<file path="config.mk">
export PLATFORM = sky130hd
export DESIGN_NAME = pipeline_hazard_ctrl
export DESIGN_NICKNAME = d
export VERILOG_FILES = /design/src/rtl/sparc_pipe_pkg.sv /design/src/rtl/hazard_fwd_sel.sv /design/src/rtl/pipeline_hazard_ctrl.sv
export SDC_FILE = /design/constraint.sdc
export NUM_CORES = 1
export LEC_CHECK = 0
export CAP_MARGIN = 20
export CORE_MARGIN = 3
export CORE_UTILIZATION = 34
export CTS_CLUSTER_DIAMETER = 120
export DETAILED_ROUTE_END_ITERATION = 10
export PLACE_DENSITY = 0.81
export REMOVE_ABC_BUFFERS = 1
export SLEW_MARGIN = 40
export SYNTH_ARGS = -nofsm -noshare
export SYNTH_HDL_FRONTEND = slang
export SYNTH_SLANG_ARGS = --single-unit
</file>
<file path="constraint.sdc">
create_clock -name clk -period 4.2 [get_ports clk]
set_input_delay 0.84 -clock clk [delete_from_list [all_inputs] [get_ports clk]]
set_output_delay 0.84 -clock clk [all_outputs]
set_load 0.05 [all_outputs]
</file>
<file path="src/rtl/sparc_pipe_pkg.sv">
// Shared definitions for the SPARC pipeline hazard controller: forwarding
// select encodings, controller FSM states and the default watchdog limit.
package sparc_pipe_pkg;

  localparam int MEM_TIMEOUT_DEFAULT = 64;

  typedef enum logic [1:0] {
    FWD_RF  = 2'b00,
    FWD_EX  = 2'b01,
    FWD_MEM = 2'b10,
    FWD_WB  = 2'b11
  } fwd_sel_e;

  typedef enum logic [1:0] {
    ST_RUN      = 2'd0,
    ST_MEM_WAIT = 2'd1,
    ST_ERR      = 2'd2
  } hz_state_e;

  function automatic logic reg_match(input logic en, input logic [4:0] dst,
                                     input logic [4:0] src);
    return en && (dst == src);
  endfunction

endpackage

</file>
<file path="src/rtl/hazard_fwd_sel.sv">
// Priority forwarding compare for one ID-stage operand (EX > MEM > WB > RF).
module hazard_fwd_sel
  import sparc_pipe_pkg::*;
(
  input  logic [4:0] opnd,
  input  logic [4:0] ex_rd,
  input  logic       ex_rf_en,
  input  logic       ex_load,
  input  logic [4:0] mem_rd,
  input  logic       mem_rf_en,
  input  logic [4:0] wb_rd,
  input  logic       wb_rf_en,
  output logic [1:0] sel
);

  always_comb begin
    sel = FWD_RF;
    // %g0 is hardwired zero and never forwarded; a load in EX has no data yet.
    if (opnd != 5'd0) begin
      if (reg_match(ex_rf_en && !ex_load, ex_rd, opnd))
        sel = FWD_EX;
      else if (reg_match(mem_rf_en, mem_rd, opnd))
        sel = FWD_MEM;
      else if (reg_match(wb_rf_en, wb_rd, opnd))
        sel = FWD_WB;
    end
  end

endmodule

</file>
<file path="src/rtl/pipeline_hazard_ctrl.sv">
// Five-stage SPARC hazard controller: forwarding, load-use stall, a-bit annul,
// memory freeze with watchdog. Optional stall counter under HAZARD_STATS_EN.
module pipeline_hazard_ctrl
  import sparc_pipe_pkg::*;
#(
  parameter int MEM_TIMEOUT = MEM_TIMEOUT_DEFAULT
) (
  input  logic       clk,
  input  logic       reset,
  input  logic [4:0] ID_rs1,
  input  logic [4:0] ID_rs2,
  input  logic [4:0] ID_rd,
  input  logic       ID_use_rs1,
  input  logic       ID_use_rs2,
  input  logic       ID_use_rd,
  input  logic       ID_branch,
  input  logic       ID_annul,
  input  logic       ID_taken,
  input  logic       ID_always,
  input  logic [4:0] EX_RD,
  input  logic       EX_rf_en,
  input  logic       EX_load,
  input  logic [4:0] MEM_RD,
  input  logic       MEM_rf_en,
  input  logic       MEM_access,
  input  logic       mem_ready,
  input  logic [4:0] WB_RD,
  input  logic       WB_rf_en,
  output logic       PC_LE,
  output logic       IF_ID_LE,
  output logic       ID_EX_LE,
  output logic       EX_MEM_LE,
  output logic       ID_EX_clr,
  output logic       MEM_WB_clr,
  output logic [1:0] fwd_MX1,
  output logic [1:0] fwd_MX2,
  output logic [1:0] fwd_MX3,
  output logic       mem_timeout
`ifdef HAZARD_STATS_EN
  ,
  output logic [15:0] stall_cycles
`endif
);

  localparam int CW = $clog2(MEM_TIMEOUT + 1);

  hz_state_e     state_reg, state_next;
  logic          annul_pending_reg, annul_pending_next;
  logic [CW-1:0] wait_cnt_reg, wait_cnt_next;

  logic       freeze, load_use, annul_set;
  logic [4:0] opnd    [3];
  logic       use_op  [3];
  logic [1:0] sel     [3];
  logic [2:0] op_hit;

  assign opnd[0]   = ID_rs1;
  assign opnd[1]   = ID_rs2;
  assign opnd[2]   = ID_rd;
  assign use_op[0] = ID_use_rs1;
  assign use_op[1] = ID_use_rs2;
  assign use_op[2] = ID_use_rd;

  genvar gi;
  generate
    for (gi = 0; gi < 3; gi++) begin : g_opnd
      hazard_fwd_sel u_fwd_sel (
        .opnd      (opnd[gi]),
        .ex_rd     (EX_RD),
        .ex_rf_en  (EX_rf_en),
        .ex_load   (EX_load),
        .mem_rd    (MEM_RD),
        .mem_rf_en (MEM_rf_en),
        .wb_rd     (WB_RD),
        .wb_rf_en  (WB_rf_en),
        .sel       (sel[gi])
      );
      assign op_hit[gi] = use_op[gi] && (opnd[gi] == EX_RD);
    end
  endgenerate

  assign freeze = (state_reg == ST_ERR) ||
                  (!mem_ready && ((state_reg == ST_MEM_WAIT) ||
                                  (state_reg == ST_RUN && MEM_access)));

  // A pending annul already turns the delay slot into a bubble, so a load-use
  // match against that slot is meaningless and is ignored.
  assign load_use = !freeze && !annul_pending_reg && EX_load && EX_rf_en &&
                    (EX_RD != 5'd0) && (|op_hit);

  assign annul_set = ID_branch && ID_annul && (!ID_taken || ID_always);

  always_ff @(posedge clk) begin
    if (reset) begin
      state_reg         <= ST_RUN;
      annul_pending_reg <= 1'b0;
      wait_cnt_reg      <= '0;
    end else begin
      state_reg         <= state_next;
      annul_pending_reg <= annul_pending_next;
      wait_cnt_reg      <= wait_cnt_next;
    end
  end

  always_comb begin
    state_next         = state_reg;
    wait_cnt_next      = wait_cnt_reg;
    annul_pending_next = annul_pending_reg;
    PC_LE              = 1'b1;
    IF_ID_LE           = 1'b1;
    ID_EX_LE           = 1'b1;
    EX_MEM_LE          = 1'b1;
    ID_EX_clr          = 1'b0;
    MEM_WB_clr         = 1'b0;

    case (state_reg)
      ST_RUN: begin
        if (MEM_access && !mem_ready) begin
          state_next    = ST_MEM_WAIT;
          wait_cnt_next = '0;
        end
      end
      ST_MEM_WAIT: begin
        // Timeout compares the count before this cycle's increment.
        if (mem_ready)
          state_next = ST_RUN;
        else if (wait_cnt_reg == CW'(MEM_TIMEOUT - 1))
          state_next = ST_ERR;
        else
          wait_cnt_next = wait_cnt_reg + CW'(1);
      end
      ST_ERR:  ;
      default: state_next = ST_RUN;
    endcase

    if (!freeze)
      annul_pending_next = !annul_pending_reg && !load_use && annul_set;

    if (reset) begin
      ID_EX_clr  = 1'b1;
      MEM_WB_clr = 1'b1;
    end else if (freeze) begin
      PC_LE      = 1'b0;
      IF_ID_LE   = 1'b0;
      ID_EX_LE   = 1'b0;
      EX_MEM_LE  = 1'b0;
      MEM_WB_clr = 1'b1;
    end else begin
      if (load_use) begin
        PC_LE     = 1'b0;
        IF_ID_LE  = 1'b0;
        ID_EX_clr = 1'b1;
      end
      if (annul_pending_reg)
        ID_EX_clr = 1'b1;
    end
  end

  assign fwd_MX1     = reset ? FWD_RF : sel[0];
  assign fwd_MX2     = reset ? FWD_RF : sel[1];
  assign fwd_MX3     = reset ? FWD_RF : sel[2];
  assign mem_timeout = !reset && (state_reg == ST_ERR);

`ifdef HAZARD_STATS_EN
  logic [15:0] stall_cnt_reg;

  always_ff @(posedge clk) begin
    if (reset)
      stall_cnt_reg <= '0;
    else if (!PC_LE && stall_cnt_reg != 16'hFFFF)
      stall_cnt_reg <= stall_cnt_reg + 16'd1;
  end

  assign stall_cycles = stall_cnt_reg;
`endif

endmodule

</file>
Word level (Yosys, flattened, before mapping):

Cells that the tools add are included.

* flip-flop bits (word level): 10
* bits of input ports: 45
* output and inout port bits: 13
* word-level logic and storage cells: 103

* add/sub/neg operators: 1
* eq/ne operators: 19
* multiplexer cells: 34
* bitwise logic cells: 1
* reduce and logical (&&, ||, !) cells: 45

Operator list (count)
* 5-bit == test: 12
* 2-bit two-way mux: 18
* 1-bit logical AND: 26
* 7-bit two-way mux: 3
* 5-bit nonzero test: 4
* 7-bit one-hot mux with 2 select lines: 1
* 1-bit two-way mux: 11
* 7-bit by 1-bit adder with 7-bit output, second input constant: 1
* 7-bit by 6-bit == test with 1-bit output, second input constant: 1
* 1-bit zero test: 7
* 2-bit one-hot mux with 3 select lines: 1
* 2-bit inequality test, second input constant: 2
* 4-bit AND reduction: 1
* 1-bit logical OR: 3
* 3-bit by 2-bit inequality test with 1-bit output, second input constant: 1
* 3-bit AND reduction: 1
* 3-bit OR reduction: 1
* 2-bit by 1-bit == test with 1-bit output, second input constant: 1
* 2-bit == test, second input constant: 1
* 2-bit zero test: 1
* 2-bit by 1-bit inequality test with 1-bit output, second input constant: 1
* 2-bit nonzero test: 1
* 1-bit inverter: 1

Longest topological paths before layout:

Gate-level depths: netlist (run 1).

* depth in word-level cells: 15
* mapped depth: 6
* depth with buffers taken out: 6

Cells and area by module:

From an unflattened synthesis (run 1), not the netlist that was laid out.

* cells, all modules: 174
* area total of the unflattened synthesis: 1406.3 sq um

Modules (own cells, without submodules)
* pipeline_hazard_ctrl: times used 1, cells each 90, area each 745.7 sq um, sequential area each 200.2 sq um
* hazard_fwd_sel: times used 3, cells each 28, area each 220.2 sq um, sequential area each 0.0 sq um

Worst setup path after synthesis (run 1):

Ideal clock, no wire load.

* path type: input-to-output
* start point: in MEM_RD[2]
* end point: out fwd_MX1[1]
* arrival: 2.643 ns
* data required time: 3.360 ns
* slack: 0.717 ns
* stages on the path: 5
* path buffers: 0
* cells stage by stage: xor2_1 > nor4_1 > nand3_1 > nor2b_1 > nor3b_1

* cells in the longest elaborated chain, start to end: 6

RTL lines
* start: declaration: RTL line pipeline_hazard_ctrl.sv:23 `input logic [4:0] MEM_RD,`
* 5-bit == test: RTL line sparc_pipe_pkg.sv:22 `return en && (dst == src);`
* 1-bit logical AND: RTL line sparc_pipe_pkg.sv:22
* 2-bit two-way mux: RTL line hazard_fwd_sel.sv:22 `else if (reg_match(mem_rf_en, mem_rd, opnd))`
* 2-bit two-way mux: RTL line hazard_fwd_sel.sv:20 `if (reg_match(ex_rf_en && !ex_load, ex_rd, opnd))`
* 2-bit two-way mux: RTL line hazard_fwd_sel.sv:19 `if (opnd != 5'd0) begin`
* 2-bit two-way mux: RTL line pipeline_hazard_ctrl.sv:159 `assign fwd_MX1 = reset ? FWD_RF : sel[0];`
* end: declaration: RTL line pipeline_hazard_ctrl.sv:35 `output logic [1:0] fwd_MX1,`

No other way between the ends.

Worst setup path after layout (run 1):

* start point: in EX_RD[1]
* end point: out ID_EX_clr

* cells in the longest elaborated chain, start to end: 8
* elaborated cells on any way between the ends: 14
* classes of those cells: eq/ne (3); mux (4); reduce/logical (7)

RTL lines
* start: declaration: RTL line pipeline_hazard_ctrl.sv:20 `input logic [4:0] EX_RD,`
* 5-bit == test: RTL line pipeline_hazard_ctrl.sv:78 `assign op_hit[gi] = use_op[gi] && (opnd[gi] == EX_RD);`
* 1-bit logical AND: RTL line pipeline_hazard_ctrl.sv:78
* 3-bit OR reduction: RTL line pipeline_hazard_ctrl.sv:89 `(EX_RD != 5'd0) && (|op_hit);`
* 1-bit logical AND (*): RTL line pipeline_hazard_ctrl.sv:89
* 1-bit two-way mux (*): RTL line pipeline_hazard_ctrl.sv:149 `if (load_use) begin`
* 1-bit two-way mux (*): RTL line pipeline_hazard_ctrl.sv:154 `if (annul_pending_reg)`
* 1-bit two-way mux (*): RTL line pipeline_hazard_ctrl.sv:142 `end else if (freeze) begin`
* 1-bit two-way mux (*): RTL line pipeline_hazard_ctrl.sv:139 `if (reset) begin`
* end: declaration: RTL line pipeline_hazard_ctrl.sv:33 `output logic ID_EX_clr,`

Mark *: on every way between the ends. The rest lies on a longest branch, timed or not.

==> flow_summary_export.csv, run 1 <==
group,metric,value,unit
timing,hold_viol,0,
clocking,cts_made_buffers,3,
pwr,switching_share,33.9,%
worst_setup_path,critPathMaxStageDelay,0.70,ns
global_route,antenna_found_initial,0,
synthesis,synthMuxAreaShare,0.931,%
timing,slew_viol_final,0,
clocking,cts_setup_buffers,0,
timing,finalCritPeriodShare,93.2,%
timing,tightestPinTransition,0.498,ns
worst_setup_path,crit_path_cell_trace,"clkdlybuf4s50_1 -> or4_1 -> o211ai_1 -> nand2_1 -> o31ai_1 -> nor2_1 -> clkdlybuf4s50_1",
global_route,grt_max_degree,13,
die,num_io_pins,58,
worst_setup_path,ff2ff_path_depth,6,
worst_setup_path,cpMostUsedCell,"clkdlybuf4s50_1",
final_layout,final_nets,267,
synthesis,synth_fa_ha_area_share,1.03,%
worst_setup_path,critical_path.n_buffers_inverters,2,
min_path,min_to,"wait_cnt_reg[6]",
pwr,internal-power,228,uW
final_layout,final_common_cell,"clkdlybuf4s50_1",
routing,avgRoutedWirePerCell,13.2,um
clocking,cts_htree_levels,1,
clocking,cts_resized,0,
worst_setup_path,critPathTopFamily,"buffers and inverters",
die,core-area,0.00339,mm^2
routing,dr.first_iter.drc_count,56,
final_layout,drive_gt1_share,10.5,%
die,die_h,65.7,um
run_status,status,"completed",
synthesis,synth-xor-area-share,32.6,%
pwr,seq_power_share,28.5,%
global_route,grt_pass1_vias,1314,
clocking,cts_tree,"built",
global_route,grt_usage,16.8,%
clocking,path_clk_slew,0.07,ns
worst_setup_path,cp_max_fo,4,
worst_setup_path,startpoint_type,"input port",
routing,vias,1393,
synthesis,synth_top_family_by_area,"XOR/XNOR gates",
worst_setup_path,cp.depth,7,
place,io_buffer_count,57,
flow_run,cap_violations,0,
worst_setup_path,cp.arrival,3.07,ns
routing,drcViolationCount,0,
final_layout,largest_reg_flops,7,
global_route,grt_first_pass_wirelength,5740,um
final_layout,most-common-layout-cells,"clkdlybuf4s50_1, xor2_1, xnor2_1",
final_layout,fillers,311,
pwr,powerDensity,186,mW/mm^2
place,dp_hpwl,3050,um
timing,relSlewSlack,66.7,%
synthesis,synth_warnings,0,
clocking,root_buffer,"clkbuf_4",
worst_setup_path,cp.required,3.36,ns
clocking,clock_path_buffers,2,
timing,finalCriticalPeriod,3.91,ns
final_layout,area.growth.synth_to_final,52.9,%
final_layout,diodes,0,
die,initial_core_util,35.7,%
synthesis,synth_compound_area_share,15.3,%
worst_setup_path,crit_type,"input port to output pin",
synthesis,syn_inst,160,
pwr,clock_power_share,26.4,%
timing,whs,0.495,ns
synthesis,synth.area.top_cells,"xor2_1, dfxtp_1, xnor2_1",
synthesis,synth_top_cell_area_share,17.4,%
min_path,holdPathStages,1,
place,place.gp.congestion,0.865,
worst_setup_path,regToRegSetupSlack,2.36,ns
synthesis,ys_types,34,
synthesis,synthSimpleGateAreaFrac,30.8,%
clocking,insertion_delay,0.27,ns
die,floorplan.rows,21,
synthesis,synth_area,0.00121,mm^2
clocking,cts_hold_buf,0,
die,die_width,65.7,um
die,die-area,0.00431,mm^2
synthesis,avgSynthCellArea,7.56,um^2
routing,viasPerCell,5.24,
routing,first_pass_iters,4,
clocking,cts.sinks,10,
timing,finalSetupViolCount,0,
min_path,hold_path_class,"flip-flop to flip-flop",
timing,finClkSkew,0.00220,ns
pwr,p_leak,0.000661,uW
pwr,ir_drop,0.0666,mV
synthesis,ys_ff_latch,10,
min_path,min_from,"wait_cnt_reg[6]",
synthesis,yosysSeqAreaShare,16.5,%
timing,tns,0,ns
timing,rsz0062_at_grt,"false",
timing,fmax,255,MHz
worst_setup_path,critPathSlowestCell,"clkdlybuf4s50_1",
pwr,p_comb_share,45.1,%
pwr,p_switching,116,uW
routing,antenna_left,0,
worst_setup_path,rr_endpoint,"wait_cnt_reg[0]",
global_route,grt-ovfl-total,0,
worst_setup_path,r2r-start,"wait_cnt_reg[0]",
routing,drt-total-wl,3520,um
worst_setup_path,critical_path.endpoint_type,"output pin",
synthesis,synth_largest_area_cell,"xor2_1",
-- synthesized netlist by cell type (all sizes together) --
library cell	n
or4	5
o211ai	2
xor2	24
or3	4
nand3	13
a22o	1
a31o	1
nand2	9
a21o	1
o41a	1
nor3b	2
a22oi	1
and3	3
ha	1
nor4	6
xnor2	21
buf	2
nor3	9
o21bai	3
or2	1
nand2b	1
inv	4
o21ai	4
mux2	1
o31ai	3
clkbuf	1
nor2b	3
a21oi	10
nor2	13
dfxtp	10
-- metrics by stage --
| stage | setup slack (ns) | cell area, um^2 | std cells | utilization (%) | total power, uW |
|---|---|---|---|---|---|
| 2_1_floorplan | 0.626 | 1190 | 157 | - | 174 |
| 3_3_place_gp | 0.315 | 1810 | 262 | 53.5 | 253 |
| 3_5_place_dp | 0.286 | 1810 | 262 | 53.5 | 255 |
| 4_1_cts | 0.286 | 1850 | 266 | 54.6 | 345 |
| 5_1_grt | 0.195 | 1850 | 266 | 54.6 | 364 |
| 6_report | 0.285 | 1850 | 266 | 54.6 | 344 |
-- power by group through the flow --
stage / combinational (uW) / clock, uW / sequential [uW]
6_report: 155 / 90.8 / 97.9
2_1_floorplan: 74.3 / 0 / 99.8
3_5_place_dp: 155 / 0 / 100
5_1_grt: 167 / 97.9 / 98.3
4_1_cts: 155 / 91.7 / 97.9
3_3_place_gp: 153 / 0 / 100
-- cell families after synthesis --
kind of cell               after synthesis
buffers and inverters                    7
xor gates and xnor gates                45
muxes                                    1
and+or+nand+nor                         69
AOI/OAI and AO/OA                       27
DFF                                     10
adders and majority gates                1
-- area by class of cell --
cell class | count | area, um^2 | share of cell area (%)
clock buffer | 4 | 36.3 | 1.96
multi-input combinational | 143 | 976 | 52.7
tap | 46 | 57.6 | 3.11
inverter | 4 | 15.0 | 0.811
timing repair buffer | 59 | 566 | 30.6
sequential | 10 | 200 | 10.8
-- how the worst max path moves through the flow --
stage	start	to	slack [ns]
after floorplan	MEM_access	IF_ID_LE	0.63
after global placement	EX_RD[1]	ID_EX_clr	0.32
after detailed placement	EX_RD[1]	ID_EX_clr	0.29
after CTS	EX_RD[1]	ID_EX_clr	0.29
after global routing	EX_RD[1]	ID_EX_clr	0.20
final	EX_RD[1]	ID_EX_clr	0.29
-- per-layer routing --
metal  routed length (um)  global-route usage [%]  up-vias  part of all wire [%]
li1                     -                       -      691                     -
met1                 1500                    20.8      657                    43
met2                 1800                    30.3       43                    51
met3                  199                    1.88        2                   5.7
met4                   22                    4.40        0                  0.62
met5                    0                       0        -                     0
Power figures use the tool's default switching activity.
==> run 2, diff against run 1 <==
--- a/config.mk
+++ b/config.mk
@@ -12,7 +12,7 @@
 export DETAILED_ROUTE_END_ITERATION = 10
 export PLACE_DENSITY = 0.81
 export REMOVE_ABC_BUFFERS = 1
-export SLEW_MARGIN = 40
+export SLEW_MARGIN = 20
 export SYNTH_ARGS = -nofsm -noshare
 export SYNTH_HDL_FRONTEND = slang
 export SYNTH_SLANG_ARGS = --single-unit
==> results of run 2 <==
Same layout as run 1: the final DEF is identical, and so are final timing and power.
